[src/rtl/riscv_imm_gen_stage.sv]
// riscv_imm_gen_stage: registered RISC-V immediate decode + pc-relative target, valid/ready with 2-entry skid (in: clk rst flush in_valid/in_ready in_inst in_pc; out: out_valid/out_ready out_inst out_pc out_imm out_fmt out_target)
module riscv_imm_gen_stage #(
  parameter int XLEN = 32,
  parameter bit RV64_OPS = 0
) (
  input  logic            clk,
  input  logic            rst,
  input  logic            flush,
  input  logic            in_valid,
  output logic            in_ready,
  input  logic [31:0]     in_inst,
  input  logic [XLEN-1:0] in_pc,
  output logic            out_valid,
  input  logic            out_ready,
  output logic [31:0]     out_inst,
  output logic [XLEN-1:0] out_pc,
  output logic [XLEN-1:0] out_imm,
  output logic [2:0]      out_fmt,
  output logic [XLEN-1:0] out_target
);
  localparam logic [2:0] F_NONE = 3'd0, F_I = 3'd1, F_S = 3'd2, F_B = 3'd3, F_U = 3'd4, F_J = 3'd5, F_Z = 3'd6;
  localparam int W = 35 + 3 * XLEN;
  localparam bit OP32 = RV64_OPS && (XLEN == 64);
  logic [6:0] op;
  logic [2:0] fmt;
  logic [31:0] imm32;
  logic [XLEN-1:0] imm, target;
  logic [W-1:0] in_d, m_q, s_q;
  logic main_valid, skid_valid, accept;
  assign op = in_inst[6:0];
  always_comb begin
    fmt = (op == 7'b0010011 || op == 7'b0000011 || op == 7'b1100111 ||
           (op == 7'b1110011 && !in_inst[14]) || (OP32 && op == 7'b0011011)) ? F_I :
          op == 7'b0100011 ? F_S :
          op == 7'b1100011 ? F_B :
          (op == 7'b0110111 || op == 7'b0010111) ? F_U :
          op == 7'b1101111 ? F_J :
          op == 7'b1110011 ? F_Z : F_NONE;
    imm32 = fmt == F_I ? {{20{in_inst[31]}}, in_inst[31:20]} :
            fmt == F_S ? {{20{in_inst[31]}}, in_inst[31:25], in_inst[11:7]} :
            fmt == F_B ? {{19{in_inst[31]}}, in_inst[31], in_inst[7], in_inst[30:25], in_inst[11:8], 1'b0} :
            fmt == F_U ? {in_inst[31:12], 12'b0} :
            fmt == F_J ? {{11{in_inst[31]}}, in_inst[31], in_inst[19:12], in_inst[20], in_inst[30:21], 1'b0} :
            fmt == F_Z ? {27'b0, in_inst[19:15]} : 32'b0;
    imm = XLEN'($signed(imm32));
    target = in_pc + imm;
  end
  assign in_d = {in_inst, in_pc, imm, fmt, target};
  assign accept = in_valid && in_ready;
  assign in_ready = !skid_valid;
  assign out_valid = main_valid;
  assign {out_inst, out_pc, out_imm, out_fmt, out_target} = m_q;
  // skid_valid implies main_valid, so the skid branch only runs on a consume
  always_ff @(posedge clk or posedge rst) begin
    if (rst) begin
      main_valid <= 1'b0;
      skid_valid <= 1'b0;
      m_q <= '0;
      s_q <= '0;
    end else if (flush) begin
      main_valid <= 1'b0;
      skid_valid <= 1'b0;
    end else if (main_valid && !out_ready) begin
      if (accept) begin
        skid_valid <= 1'b1;
        s_q <= in_d;
      end
    end else if (skid_valid) begin
      m_q <= s_q;
      skid_valid <= 1'b0;
    end else begin
      main_valid <= accept;
      if (accept) m_q <= in_d;
    end
  end
endmodule

[config.mk]
export PLATFORM = sky130hd
export DESIGN_NAME = riscv_imm_gen_stage
export DESIGN_NICKNAME = d
export VERILOG_FILES = /design/src/rtl/riscv_imm_gen_stage.sv
export SDC_FILE = /design/constraint.sdc
export NUM_CORES = 1
export LEC_CHECK = 0
export CAP_MARGIN = 10
export CORE_MARGIN = 2
export CORE_UTILIZATION = 59
export DETAILED_ROUTE_END_ITERATION = 6
export PLACE_DENSITY_LB_ADDON = 0.2
export SYNTH_ARGS = -nofsm -noshare
export SYNTH_HDL_FRONTEND = slang
export SYNTH_SLANG_ARGS = --single-unit
[constraint.sdc]
create_clock -name clk -period 19.4 [get_ports clk]
set_input_delay 3.88 -clock clk [delete_from_list [all_inputs] [get_ports clk]]
set_output_delay 3.88 -clock clk [all_outputs]
set_load 0.05 [all_outputs]
# After elaboration in Yosys (flattened, before gate mapping)

Cells that the tools add are included.

Register bits after elaboration: 264
Input bits: 69
Word-level logic and storage cells: 59

Add/sub/neg operators: 1
Equal/unequal tests: 18
Multiplexer cells: 20
Bitwise operators: 2
Reduce and logical (&&, ||, !) cells: 14

Operator list:

| operator                                                               | number |
|---|---|
| 131-bit 2-to-1 mux                                                     | 2 |
| 32-bit 2-to-1 mux                                                      | 5 |
| 32-bit adder                                                           | 1 |
| 7-bit equality test (second input constant)                            | 4 |
| 3-bit 2-to-1 mux                                                       | 6 |
| 7-bit by 5-bit equality test with 1-bit output (second input constant) | 2 |
| 7-bit by 6-bit equality test with 1-bit output (second input constant) | 2 |
| 3-bit equality test (second input constant)                            | 3 |
| 7-bit by 2-bit equality test with 1-bit output (second input constant) | 1 |
| 3-bit by 2-bit equality test with 1-bit output (second input constant) | 2 |
| 1-bit 2-to-1 mux                                                       | 6 |
| 3-bit AND reduction                                                    | 2 |
| 5-bit 2-to-1 mux                                                       | 1 |
| 1-bit logical OR                                                       | 4 |
| 2-bit != test (second input constant)                                  | 2 |
| 3-bit by 1-bit equality test with 1-bit output (second input constant) | 1 |
| 1-bit logical AND                                                      | 3 |
| 1-bit zero test                                                        | 3 |
| 3-bit != test (second input constant)                                  | 1 |
| 1-bit inverter                                                         | 2 |
| 2-bit AND reduction                                                    | 1 |
| 2-bit nonzero test                                                     | 1 |

# Depth between registers and ports, before layout

Word-level depth: 17
Depth in mapped cells: 19
Depth with buffers taken out: 18

# Least setup slack after synthesis

OpenSTA, ideal clock, no wires.

Kind: in2reg
From: input in_inst[5]
To: register m_q[20]
Setup time: 69 ps
Data arrival time: 7420 ps
Path slack: 11910 ps
Cell stages on the path: 19
Cells stage by stage: clkbuf_1 > nand2_1 > or3_1 > a21oi_4 > o211ai_1 > nor3_2 > a31oi_1 > inv_1 > ha_1 > fa_1 > a21o_2 > nand3_2 > a31o_4 > o31ai_4 > a21oi_2 > o31ai_1 > a21oi_1 > or4_1 > nand3_1

Cells in the longest elaborated chain, start to end: 17
Elaborated cells between the ends (all ways): 35
Classes of those cells: add/sub (1); eq/ne (15); mux (14); reduce/logical (5)

RTL lines:

| element                | line   | source |
|---|---|---|
| from (decl)            | 11     | `input logic [31:0] in_inst,` |
| 7-bit equality test    | 33, 38 |  |
| 3-bit 2-to-1 mux       | 38     | `op == 7'b1110011 ? F_Z : F_NONE;` |
| 3-bit 2-to-1 mux       | 37     | `op == 7'b1101111 ? F_J :` |
| 3-bit 2-to-1 mux       | 36     | `(op == 7'b0110111 \|\| op == 7'b0010111) ? F_U :` |
| 3-bit 2-to-1 mux       | 35     | `op == 7'b1100011 ? F_B :` |
| 3-bit 2-to-1 mux       | 34     | `op == 7'b0100011 ? F_S :` |
| 3-bit 2-to-1 mux (*)   | 33     | `(op == 7'b1110011 && !in_inst[14]) \|\| (OP32 && op == 7'b0011011)) ? F_I :` |
| 3-bit equality test    | 44     | `fmt == F_Z ? {27'b0, in_inst[19:15]} : 32'b0;` |
| [... 2 more ...]       | n/a    |  |
| 32-bit 2-to-1 mux      | 42     | `fmt == F_U ? {in_inst[31:12], 12'b0} :` |
| 32-bit 2-to-1 mux      | 41     | `fmt == F_B ? {{19{in_inst[31]}}, in_inst[31], in_inst[7], in_inst[30:25], in_inst[11:8], 1'b0} :` |
| 32-bit 2-to-1 mux      | 40     | `fmt == F_S ? {{20{in_inst[31]}}, in_inst[31:25], in_inst[11:7]} :` |
| 32-bit 2-to-1 mux (*)  | 39     | `imm32 = fmt == F_I ? {{20{in_inst[31]}}, in_inst[31:20]} :` |
| named net imm[0]       | 27     | `logic [XLEN-1:0] imm, target;` |
| 32-bit adder (*)       | 46     | `target = in_pc + imm;` |
| 131-bit 2-to-1 mux (*) | 73     | `if (accept) m_q <= in_d;` |
| 131-bit 2-to-1 mux (*) | 68     | `end else if (skid_valid) begin` |
| to (signal assigned)   | 69     | `m_q <= s_q;` |
| to (signal assigned)   | 73     |  |
| to (decl)              | 28     | `logic [W-1:0] in_d, m_q, s_q;` |

The timed path passes the listed nets; every way through them passes the cells marked *. The select of a mux whose other input is x is not followed.
A chain may end at the register's enable or synchronous reset.

# Worst setup path in the final report

From: input in_inst[3]
To: register m_q[28]

Elaborated cells between the ends (all ways): 35
Classes of those cells: add/sub (1); eq/ne (15); mux (14); reduce/logical (5)

RTL lines:

| element                | line   | source |
|---|---|---|
| 7-bit equality test    | 33, 38 |  |
| 3-bit 2-to-1 mux       | 38     |  |
| 3-bit 2-to-1 mux       | 37     |  |
| 3-bit 2-to-1 mux       | 36     |  |
| 3-bit 2-to-1 mux       | 35     |  |
| 3-bit 2-to-1 mux       | 34     |  |
| 3-bit 2-to-1 mux (*)   | 33     |  |
| 3-bit equality test    | 43     | `fmt == F_J ? {{11{in_inst[31]}}, in_inst[31], in_inst[19:12], in_inst[20], in_inst[30:21], 1'b0} :` |
| 32-bit 2-to-1 mux      | 43     |  |
| 32-bit 2-to-1 mux      | 42     |  |
| 32-bit 2-to-1 mux      | 41     |  |
| 32-bit 2-to-1 mux      | 40     |  |
| 32-bit 2-to-1 mux (*)  | 39     |  |
| named net imm[12]      | 27     |  |
| 32-bit adder (*)       | 46     |  |
| 131-bit 2-to-1 mux (*) | 73     |  |
| 131-bit 2-to-1 mux (*) | 68     |  |

Marked as above.

==> summary.md <==
| Metric | Value |
|---|---|
| Remaining global-route overflow | `0` |
| # nets final | `1565` |
| F_max | `0.120 GHz` |
| Total internal power | `1110 uW` |
| Seq pwr share | `0.428` |
| CTS Buffer Depth | `3` |
| Final Util | `0.739` |
| Synth top area share | `0.505` |
| Pwr Density | `101 nW/um^2` |
| Drt via density | `5.88` |
| Critical Path Slowest Stage Cell | `nand4b_1` |
| Switching Share | `0.322` |
| Comb power frac | `0.247` |
| Final worst path period need | `8340 ps` |
| Global-route wire length before repair | `57300 um` |
| Most frequent cells in the layout | `dfrtp_1, nand2_1, clkdlybuf4s50_1` |
| Worst-Margin Slew | `1090 ps` |
| Ys Warns | `0` |
| Worst skew pair latency | `550 ps` |
| CP Buf/Inv Count | `2` |
| Worst path depth | `18` |
| Commonest non-fill, non-tap cell in the layout | `dfrtp_1` |
| Top_reg_cell synth | `dfrtp_1` |
| Synth Register Bits | `264` |
| Fin. max-slew vios | `0` |
| Number of synthesized flops with an enable pin | `0` |
| DIE AREA | `23400 um^2` |
| Distinct cells, synth | `59` |
| Hold buffers post-CTS | `0` |
| # rows | `54` |
| Critical Path AT | `8760 ps` |
| Number of H-tree levels | `1` |
| Total GRT Usage | `0.304` |
| Routed WL per cell | `20.1 um` |
| Min-Delay Path Depth | `2` |
| Synthesized area | `13100 um^2` |
| Async SR Flop Fraction | `1.00` |
| Proportion of layout cells with a drive suffix above 1 | `0.110` |
| P&R area growth vs syn | `23.1%` |
| Vias in the first global route | `10.4k` |
| CP delay by family, top | `compound AO/OA/AOI/OAI gates` |
| Chip width | `153 um` |
| Endpoints failing setup | `0` |
| IO Port Bufs | `201` |
| Setup_tns | `0 ps` |
| Cell Chain, Critical Path | `clkdlybuf4s50_1, nand4b_1, nor2_1, a21oi_1, o21bai_1, nand2b_1, o21ai_0, inv_1, ha_1, a21oi_1, nand2_1, a221oi_2, o31ai_4, a21oi_1, o21ai_1, a31oi_1, mux2i_1, nand3_1` |
| Yosys top cell by area | `dfrtp_1` |
| Clk sinks | `264` |
| Synth area leaders | `dfrtp_1, mux2_2, o21ai_0, mux2i_1, nand2_1` |
| Final hold vios | `0` |
| Number of diodes | `0` |
| Hpwl dp | `24700 um` |
| # DRC | `0` |
| Critical Path End Type | `flip-flop` |
| Status | `finished, final reports clean` |
| Switch Pwr | `525 uW` |
| DR iter-0 viols | `662` |
| Post-route ant nets | `0` |
| Final Wtd Congestion | `0.919` |
| RSZ-0062 raised after global routing | `no` |
| Initial antenna violation count | `0` |
| Sequential fraction of the synthesis area | `0.505` |
| Rel. slew slack | `0.272` |
| Setup bufs post-CTS | `0` |
| Final period utilization | `0.430` |
| Max-cap check violation count | `0` |
| Total number of vias | `10.3k` |
| First drt pass iteration count | `5` |
| Syn Inst Count | `1306` |
| Fill cells | `1573` |
| Largest net degree at the start of global routing | `147` |
| Startpoint types | `primary input` |
| IO Pins | `202` |
| Total CTS buffers | `28` |
| Worst-case reg-to-reg path depth | `6` |
| Peak VDD IR | `75.9 uV` |
| Net Count, Synth | `1407` |
| Initial core utilization | `0.600` |
| CTS tree | `done` |
| Required time of the worst setup path | `19820 ps` |
| Clock power frac | `0.325` |
| CP most frequent cell | `a21oi_1` |
| Core area | `21800 um^2` |
| Clock-pin slew on the worst setup and hold paths | `70 ps` |
| Fin Clk Skew | `18.2 ps` |
| Largest stage delay on the critical path | `580 ps` |
| Kind of critical path | `in2reg` |
| P_leak | `0.00734 uW` |
| CTS resizes | `0` |
| Chip height | `153 um` |
| Root Buffer | `clkbuf_16` |
| CP max FO | `19` |
| Syn avg cell area | `10.0 um^2` |
| Min-Delay Path Class | `reg2reg` |
| Total wire length | `35300 um` |
[cell usage after synthesis, types with 2 or more instances]
cell type  count
a211o_1        2
a211oi_1       3
a21o_1        16
a21oi_1       69
a22oi_1        4
a31oi_1       13
and2_1         9
and3_1        14
buf_1          9
buf_2          9
clkbuf_1      63
dfrtp_1      264
ha_1          31
inv_1         24
mux2_2        97
mux2i_1       88
nand2_1      206
nand2b_1       3
nand3_1       16
nand4_1        4
nor2_1        65
nor3_1        21
o211ai_1       3
o21a_1        17
o21ai_0      180
o21ai_1        6
o21bai_1       5
o31ai_1        3
or3_1          4
xnor2_1       17
xor2_1        13
[worst reg2reg max path: stages (launching register included)]
cell     delay, ps
dfrtp_4        760
inv_1          160
buf_4          330
nand2_1        180
or3_4          800
buf_4          930
mux2_2         480
[power groups by stage]
| stage | Sequential (uW) | Clock (uW) | Combinational [uW] |
|---|---|---|---|
| CTS | 697 | 536 | 406 |
| global route | 708 | 556 | 431 |
| detailed placement | 704 | 0 | 403 |
| global placement | 699 | 0 | 396 |
| floorplan | 825 | 0 | 137 |
| finish | 697 | 531 | 403 |
[path summary, 6_finish.rpt]
kind	from	endpoint	slack, ps
max in group asynchronous	rst	s_q[121]	13380
setup / recovery	in_inst[3]	m_q[28]	11060
hold reg to reg	m_q[73]	m_q[73]	470
min in group asynchronous	rst	m_q[83]	3900
setup reg to reg	skid_valid	s_q[120]	15640
hold / removal	m_q[73]	m_q[73]	470
[cell type report]
cell class,instances,area [um^2],area share
clock inverters,6,82.6,0.00512
flip-flops and latches,264,6610,0.410
clock buffers,38,810,0.0502
inverters,24,97.6,0.00605
repair buffers,210,2080,0.129
multi-input cells,936,6090,0.378
well taps,280,350,0.0217
[state kept, by name, indices dropped and copies added, names as in the netlist]
| signal | cells |
|---|---|
| out_valid | 1 |
| skid_valid | 1 |
| s_q | 131 |
| m_q | 131 |
[routing by layer]
layer	GRT usage	part of all wire	vias to the layer above	routed length, um
li1	-	-	4876	-
met1	0.419	0.44	5055	15500
met2	0.510	0.48	347	17000
met3	0.0386	0.053	67	1860
met4	0.0891	0.029	0	1020
met5	0	0	-	0
[per-stage QoR]
step | instance area (um^2) | setup slack [ps] | power [uW] | hold slack (ps) | cells
after global routing | 16100 | 10540 | 1690 | 504 | 1758
final | 16100 | 11060 | 1630 | 474 | 1758
after CTS | 16100 | 11160 | 1640 | 478 | 1758
after floorplan | 13100 | 8250 | 962 | 442 | 1306
after global placement | 15200 | 10740 | 1090 | 455 | 1714
after detailed placement | 15200 | 10590 | 1110 | 463 | 1714
[cells by family (layout without fill, tap and decap cells)]
| group | count (synthesis) | in the layout | share of synthesized area |
|---|---|---|---|
| and+or+nand+nor | 354 | 354 | 0.115 |
| buffers and inverters | 106 | 278 | 0.0315 |
| AOI/OAI and AO/OA | 335 | 335 | 0.147 |
| muxes | 185 | 185 | 0.151 |
| DFF | 264 | 264 | 0.505 |
| adders and majority gates | 32 | 32 | 0.0312 |
| xor gates and xnor gates | 30 | 30 | 0.0201 |
(Power assumes the default switching activity.)
